File: src/rtl/call_stack.sv
// Pointer-based return-address stack of {pc, flags} entries with depth, full/empty and sticky error status.
// Push/pop take effect at the clock edge and the new top appears right after it; a full push is dropped or overwrites the oldest entry.
module call_stack #(
  parameter int TAM    = 16,
  parameter int NFLAGS = 3,
  parameter int NSTACK = 8,
  parameter int WRAP   = 0,
  parameter int DW     = $clog2(NSTACK) + 1
) (
  input  logic              clk,
  input  logic              rst,
  input  logic              push,
  input  logic              pop,
  input  logic [TAM-1:0]    pcIn,
  input  logic [NFLAGS-1:0] flagsIn,
  input  logic              clrErr,
  output logic [TAM-1:0]    pcOut,
  output logic [NFLAGS-1:0] flagsOut,
  output logic              empty,
  output logic              full,
  output logic [DW-1:0]     depth,
  output logic              overflow,
  output logic              underflow
);

  localparam int AW = $clog2(NSTACK);
  localparam int EW = TAM + NFLAGS;

  typedef logic [EW-1:0] entry_t;

  entry_t          mem_q [NSTACK];
  entry_t          mem_d [NSTACK];
  logic [AW-1:0]   top_q, top_d;
  logic [DW-1:0]   count_q, count_d;
  logic            overflow_q, overflow_d;
  logic            underflow_q, underflow_d;
  logic            is_empty, is_full;
  logic            ovf_evt, unf_evt;

  assign is_empty = (count_q == '0);
  assign is_full  = (count_q == DW'(NSTACK));

  always_comb begin
    top_d   = top_q;
    count_d = count_q;
    mem_d   = mem_q;
    ovf_evt = 1'b0;
    unf_evt = 1'b0;
    if (push && pop && !is_empty) begin
      mem_d[top_q] = {pcIn, flagsIn};
    end else if (push) begin
      // pop can only be set here when the stack is empty
      unf_evt = pop;
      if (!is_full) begin
        top_d        = is_empty ? top_q : top_q + 1'b1;
        mem_d[top_d] = {pcIn, flagsIn};
        count_d      = count_q + 1'b1;
      end else begin
        ovf_evt = 1'b1;
        if (WRAP != 0) begin
          top_d        = top_q + 1'b1;
          mem_d[top_d] = {pcIn, flagsIn};
        end
      end
    end else if (pop) begin
      if (is_empty) begin
        unf_evt = 1'b1;
      end else begin
        count_d = count_q - 1'b1;
        // the last entry keeps its slot so the next push from empty reuses it
        if (count_q != DW'(1)) top_d = top_q - 1'b1;
      end
    end
    overflow_d  = ovf_evt | (overflow_q & ~clrErr);
    underflow_d = unf_evt | (underflow_q & ~clrErr);
  end

  always_ff @(posedge clk or posedge rst) begin
    if (rst) begin
      top_q       <= '0;
      count_q     <= '0;
      overflow_q  <= 1'b0;
      underflow_q <= 1'b0;
      for (int i = 0; i < NSTACK; i++) mem_q[i] <= '0;
    end else begin
      top_q       <= top_d;
      count_q     <= count_d;
      overflow_q  <= overflow_d;
      underflow_q <= underflow_d;
      mem_q       <= mem_d;
    end
  end

  assign {pcOut, flagsOut} = is_empty ? '0 : mem_q[top_q];
  assign empty     = is_empty;
  assign full      = is_full;
  assign depth     = count_q;
  assign overflow  = overflow_q;
  assign underflow = underflow_q;

endmodule

File: config.mk
export PLATFORM = sky130hd
export DESIGN_NAME = call_stack
export DESIGN_NICKNAME = d
export VERILOG_FILES = /design/src/rtl/call_stack.sv
export SDC_FILE = /design/constraint.sdc
export NUM_CORES = 1
export LEC_CHECK = 0
export CORE_MARGIN = 2
export CORE_UTILIZATION = 54
export DETAILED_ROUTE_END_ITERATION = 7
export PLACE_DENSITY = 0.77
export SLEW_MARGIN = 20
export SYNTH_ARGS = -nofsm -noshare
export SYNTH_HDL_FRONTEND = slang
export SYNTH_SLANG_ARGS = --single-unit
File: constraint.sdc
create_clock -name clk -period 6.15 [get_ports clk]
set_input_delay 1.5375 -clock clk [delete_from_list [all_inputs] [get_ports clk]]
set_output_delay 1.5375 -clock clk [all_outputs]
set_load 0.1 [all_outputs]
==> impl_metrics.yaml, run 1 <==
placement:
  finalWeightedCongestion: 0.8090
  place_area_um2: 8567
  port_buffers: 50
  hpwlAfterDp_um: 10950
logic_synthesis:
  post_synth_num_cell_types: 64
  post_synth_inst_count: 584
  postSynth.topFlopCell: "sky130_fd_sc_hd__dfrtp_1"
  synthDominantCellAreaShare_pct: 50.37
  synth.most_common_cell: "sky130_fd_sc_hd__dfrtp_1"
  synth_area_per_inst_um2: 13.70
  ff_latch_count_synth: 161
  top_cell_type_by_total_area_after_synthesis: "sky130_fd_sc_hd__dfrtp_1"
  post_synth_main_area_contributors: "sky130_fd_sc_hd__dfrtp_1 (50%), sky130_fd_sc_hd__mux2_2 (18%), sky130_fd_sc_hd__mux2_4 (5.6%), sky130_fd_sc_hd__mux4_2 (4.2%), sky130_fd_sc_hd__mux2i_1 (1.9%)"
  synth_enable_flop_cells: 0
  sequential_share_of_the_synthesized_area_pct: 50.37
  ys.warnings.count: 0
  synth_commonest_cells: "sky130_fd_sc_hd__dfrtp_1 (161), sky130_fd_sc_hd__mux2_2 (128), sky130_fd_sc_hd__mux2_4 (30)"
  cell_area_after_synthesis_um2: 7999
  async_flop_share_pct: 100.0
  synth_nets: 613
clock_network:
  post_cts_hold_buffer_count: 0
  cts_root_buffer: "sky130_fd_sc_hd__clkbuf_16"
  numClockSinks: 161
  tritoncts_clock_tree: "done"
  clock_buffer_count_from_cts: 17
  clk-insertion-delay-late_ps: 420
  post_cts.repair.setup_buffers: 0
  cts_max_level: 4
  postCtsResizedCells: 0
  number_of_buffers_between_clock_root_and_the_deepest_sink: 2
  clkSlewWorstSetupHoldPaths_ps: 60
timing:
  maxClockFrequency_mhz: 197.6
  finalHoldViolCount: 0
  setup_violators_final: 0
  rsz_0062_raised_after_global_routing: "no"
  fin_crit_sh_pct: 82.30
  worst_clock_skew_ps: 8.099
  relSlewSlack_pct: 27.77
  setup_tns_ps: 0
  max_slew.worst_pin.slew_ps: 1083
  final-max-slew-violation-count: 0
  finalCriticalPeriod_ps: 5061
grt:
  number_of_antenna_violations_at_the_first_check_in_global_routing: 0
  grt_max_degree: 90
  wire_length_of_the_first_global_routing_pass_um: 29040
  grt_pass1_vias: 5336
  globalRoute.totalOverflow: 0
  global_route.usage.total_pct: 23.59
die:
  std_cell_rows: 44
  floorplan.die_area_um2: 15800
  core_region_area_um2: 14480
  die_width_um: 125.7
  top_level_ports: 51
  floorplan.initialDensity_pct: 55.25
  fp.dieH_um: 125.7
setup_path:
  worst_r2r_setup_slack_ps: 2450
  critPathMaxFanout: 35
  crit_path_required_time_ps: 4610
  r2r_start: "depth[0]"
  setup.worst_path.end_class: "output pin"
  regToRegEndpoint: "mem_q[69]"
  timing.reg2reg.worst_path_depth: 9
  critPathKind: "reg2out"
  worstPathArrival_ps: 3520
  setup.worst_path.start_class: "flip-flop"
job:
  maxCapViolCount: 0
final_layout:
  area_growth_pct: 14.59
  finalInstanceArea_um2: 9166
  fin_nets: 657
  drive_gt1_share_pct: 38.69
  antenna_cells_inserted: 0
hold_path:
  endpoint_with_the_worst_hold_slack: "mem_q[3]"
  hold_class: "reg2reg"
  min_delay_path_depth: 1
  worstHoldStart: "mem_q[3]"
drt:
  vias: 5139
  antenna_left: 0
  vias_per_cell: 6.229
  post_drt_wl_per_cell_um: 21.70
  remaining_drc_errors: 0
  first_iter_violations: 532
  route.final.wire_length_um: 17910
  firstDrtPassIters: 5
status:
  outcome: "finished, final reports clean"
-- routing by layer --
metal | up-vias | routed length (µm) | track usage [%]
met4 | 0 | 329 | 8.301
met5 | - | 0 | 0
met3 | 28 | 828 | 5.735
met1 | 2713 | 7834 | 31.41
met2 | 134 | 8913 | 38.12
li1 | 2264 | - | -
-- worst max-delay path by stage --
stage,startpoint,slack (ps),depth (start not counted),to
detailed placement,depth[0],1580,7,pcOut[6]
CTS,depth[0],1100,7,pcOut[6]
global placement,top_q[2],1600,5,flagsOut[2]
global route,depth[0],950,7,pcOut[6]
floorplan,rst,260,1,depth[0]
finish,top_q[2],1090,5,flagsOut[2]
-- flip-flops by register name (all words and copies together) (netlist names) --
name and cells:
depth 4, mem_q 152, overflow 1, top_q 3, underflow 1
-- cell families (layout without fill, tap and decap cells) --
family | after synthesis | after routing | synth area share, %
AOI/OAI and AO/OA | 86 | 86 | 8.432
xor gates and xnor gates | 7 | 7 | 0.8604
adders and majority gates | 5 | 5 | 0.7821
buffers and inverters | 47 | 104 | 3.644
DFF | 161 | 161 | 50.37
muxes | 188 | 188 | 29.75
and+or+nand+nor | 90 | 90 | 6.163
-- cell usage in the layout (no fill, tap or decap), drive strengths merged, types with 7 or more instances in the layout --
cell type	count
a21oi	21
a22oi	11
a31oi	9
buf	23
clkbuf	21
clkdlybuf4s50	39
dfrtp	161
inv	13
mux2	158
mux2i	15
mux4	15
nand2	29
nand3	11
nor2	9
nor3	10
o21ai	19
xnor2	7
-- worst max-delay path: stages, from the launching register on --
cell and delay, ps:
sky130_fd_sc_hd__dfrtp_2 650, sky130_fd_sc_hd__buf_12 290, sky130_fd_sc_hd__and3b_1 610, sky130_fd_sc_hd__nand2_1 140
sky130_fd_sc_hd__a31oi_1 200, sky130_fd_sc_hd__clkdlybuf4s50_1 1180
-- layout make-up --
class / instances / area, µm²
fill: 1089 / 5313
clock inverter: 11 / 153.9
inverter: 10 / 42.54
tap: 184 / 230.2
clock buffer: 21 / 440.4
sequential: 161 / 4033
multi-input combinational: 376 / 3691
timing repair buffer: 62 / 575.6
-- stage by stage --
step / utilization, % / setup slack [ps] / hold WS [ps] / std cells
final: 63.31 / 1089 / 499.3 / 825
after global routing: 63.31 / 950.0 / 515.1 / 825
after CTS: 63.27 / 1097 / 504.1 / 825
after detailed placement: 59.17 / 1575 / 487.8 / 793
after floorplan: - / 264.2 / 470.7 / 584
after global placement: 59.17 / 1600 / 479.3 / 793
Power of run 1 is left out: the tool's default activity adds up to more than one toggle a clock period on the data nets, which glitch-free logic cannot reach.
==> run 2: changes to the inputs <==
CORE_UTILIZATION = 60   (was 54)
PLACE_DENSITY = 0.81   (was 0.77)
clock period = 5.11 ns   (was 6.15 ns; I/O delays follow)
==> impl_metrics.yaml, run 2 (synthesis results as in run 1) <==
status:
  outcome: "finished, final reports clean"
grt:
  globalRoute.totalOverflow: 0
  number_of_antenna_violations_at_the_first_check_in_global_routing: 0
  grt_max_degree: 99
  wire_length_of_the_first_global_routing_pass_um: 30160
  grt_pass1_vias: 5597
  global_route.usage.total_pct: 27.64
timing:
  final-max-slew-violation-count: 0
  fin_crit_sh_pct: 86.26
  fin_worst_hold_slack_ps: 501.2
  rsz_0062_raised_after_global_routing: "no"
  worst_clock_skew_ps: 9.700
  setup_violators_final: 0
  finalHoldViolCount: 0
  finalCriticalPeriod_ps: 4408
  postLayoutSetupSlackWorst_ps: 702.4
  max_slew.worst_pin.slew_ps: 972.8
  relSlewSlack_pct: 34.95
  maxClockFrequency_mhz: 226.9
placement:
  preCtsSetupSlack_ps: 1070
  port_buffers: 50
  finalWeightedCongestion: 0.8141
  hpwlAfterDp_um: 11110
clock_network:
  post_cts.repair.setup_buffers: 0
  cts_root_buffer: "sky130_fd_sc_hd__clkbuf_16"
  clock_buffer_count_from_cts: 17
  postCtsResizedCells: 0
  number_of_buffers_between_clock_root_and_the_deepest_sink: 2
  numClockSinks: 161
  clk-insertion-delay-late_ps: 430
  post_cts_hold_buffer_count: 0
  cts_max_level: 4
  clkSlewWorstSetupHoldPaths_ps: 60
  tritoncts_clock_tree: "done"
setup_path:
  worst_path_max_delay_cell: "sky130_fd_sc_hd__clkdlybuf4s50_1"
  crit_chain: "mux4_2 -> o21ai_0 -> a21oi_1 -> clkdlybuf4s50_1"
  critPathMaxFanout: 35
  critical-path-max-stage-delay_ps: 970
  crit_path_required_time_ps: 3830
  worstPathArrival_ps: 3130
  setup.worst_path.start_class: "flip-flop"
  setup.worst_path.end_class: "output pin"
  critPathKind: "reg2out"
drt:
  vias: 5208
  antenna_left: 0
  post_drt_wl_per_cell_um: 22.38
  first_iter_violations: 558
  firstDrtPassIters: 5
  vias_per_cell: 6.351
  remaining_drc_errors: 0
  route.final.wire_length_um: 18350
final_layout:
  layout_commonest_cell: "sky130_fd_sc_hd__dfrtp_1"
  fin_nets: 660
  largest_register_ffs: 152
  drive_gt1_share_pct: 40.37
  antenna_cells_inserted: 0
  top_register: "mem_q"
  area_growth_pct: 14.52
  most-common-layout-cells: "sky130_fd_sc_hd__dfrtp_1 (158), sky130_fd_sc_hd__mux2_2 (128), sky130_fd_sc_hd__buf_4 (32)"
die:
  floorplan.initialDensity_pct: 60.89
  top_level_ports: 51
  core_region_area_um2: 13140
  die_width_um: 119.5
  floorplan.die_area_um2: 14270
  std_cell_rows: 42
  fp.dieH_um: 119.5
job:
  maxCapViolCount: 0
hold_path:
  hold_class: "reg2reg"
[run 2: cell types whose count changed in the layout (fill, tap and decap cells not counted), moves of 2 or more]
cell                              delta
sky130_fd_sc_hd__buf_4              +10
sky130_fd_sc_hd__clkdlybuf4s50_1     -8
sky130_fd_sc_hd__clkinv_2            +4
sky130_fd_sc_hd__clkinv_4            -2
sky130_fd_sc_hd__clkinvlp_4          +2
sky130_fd_sc_hd__inv_6               -4
[run 2: critical path: cells and delay by family, from the launching register on]
family	cells	cell delay (ps)
mux	1	590
compound gates	2	270
flops	1	880
buf+inv	1	970
[run 2: metrics by stage]
step | util (%) | TNS, ps | instances | cell area [µm²]
finish | 69.72 | 0 | 820 | 9160
CTS | 69.70 | 0 | 820 | 9158
floorplan | - | -3550 | 584 | 8009
global route | 69.72 | 0 | 820 | 9160
detailed placement | 65.23 | 0 | 788 | 8569
global placement | 65.23 | 0 | 788 | 8569
[run 2: cell type report]
cell class,instances,area (µm²)
Clock inverter,11,137.6
Fill cell,905,3978
Multi-Input combinational cell,376,3685
Tap cell,176,220.2
Inverter,10,41.29
Sequential cell,161,4035
Clock buffer,21,450.4
Timing Repair Buffer,65,590.6
[run 2: worst paths after layout]
path                             from         end  slack, ps  cells after the start
min in group asynchronous         rst   mem_q[20]       1380                      2
max in group asynchronous         rst   mem_q[14]       2760                      3
min                        mem_q[112]  mem_q[112]        500                      1
max                          top_q[1]    pcOut[6]        700                      4
max reg2reg                  top_q[1]  mem_q[115]       1330                      7
min reg2reg                mem_q[112]  mem_q[112]        500                      1
[run 2: routing by layer]
metal / track usage, % / wire (µm)
met5: 0 / 0
met4: 9.853 / 300
met3: 4.933 / 911
met2: 45.50 / 9334
met1: 37.20 / 7803
Power of run 2 is left out for the same reason.
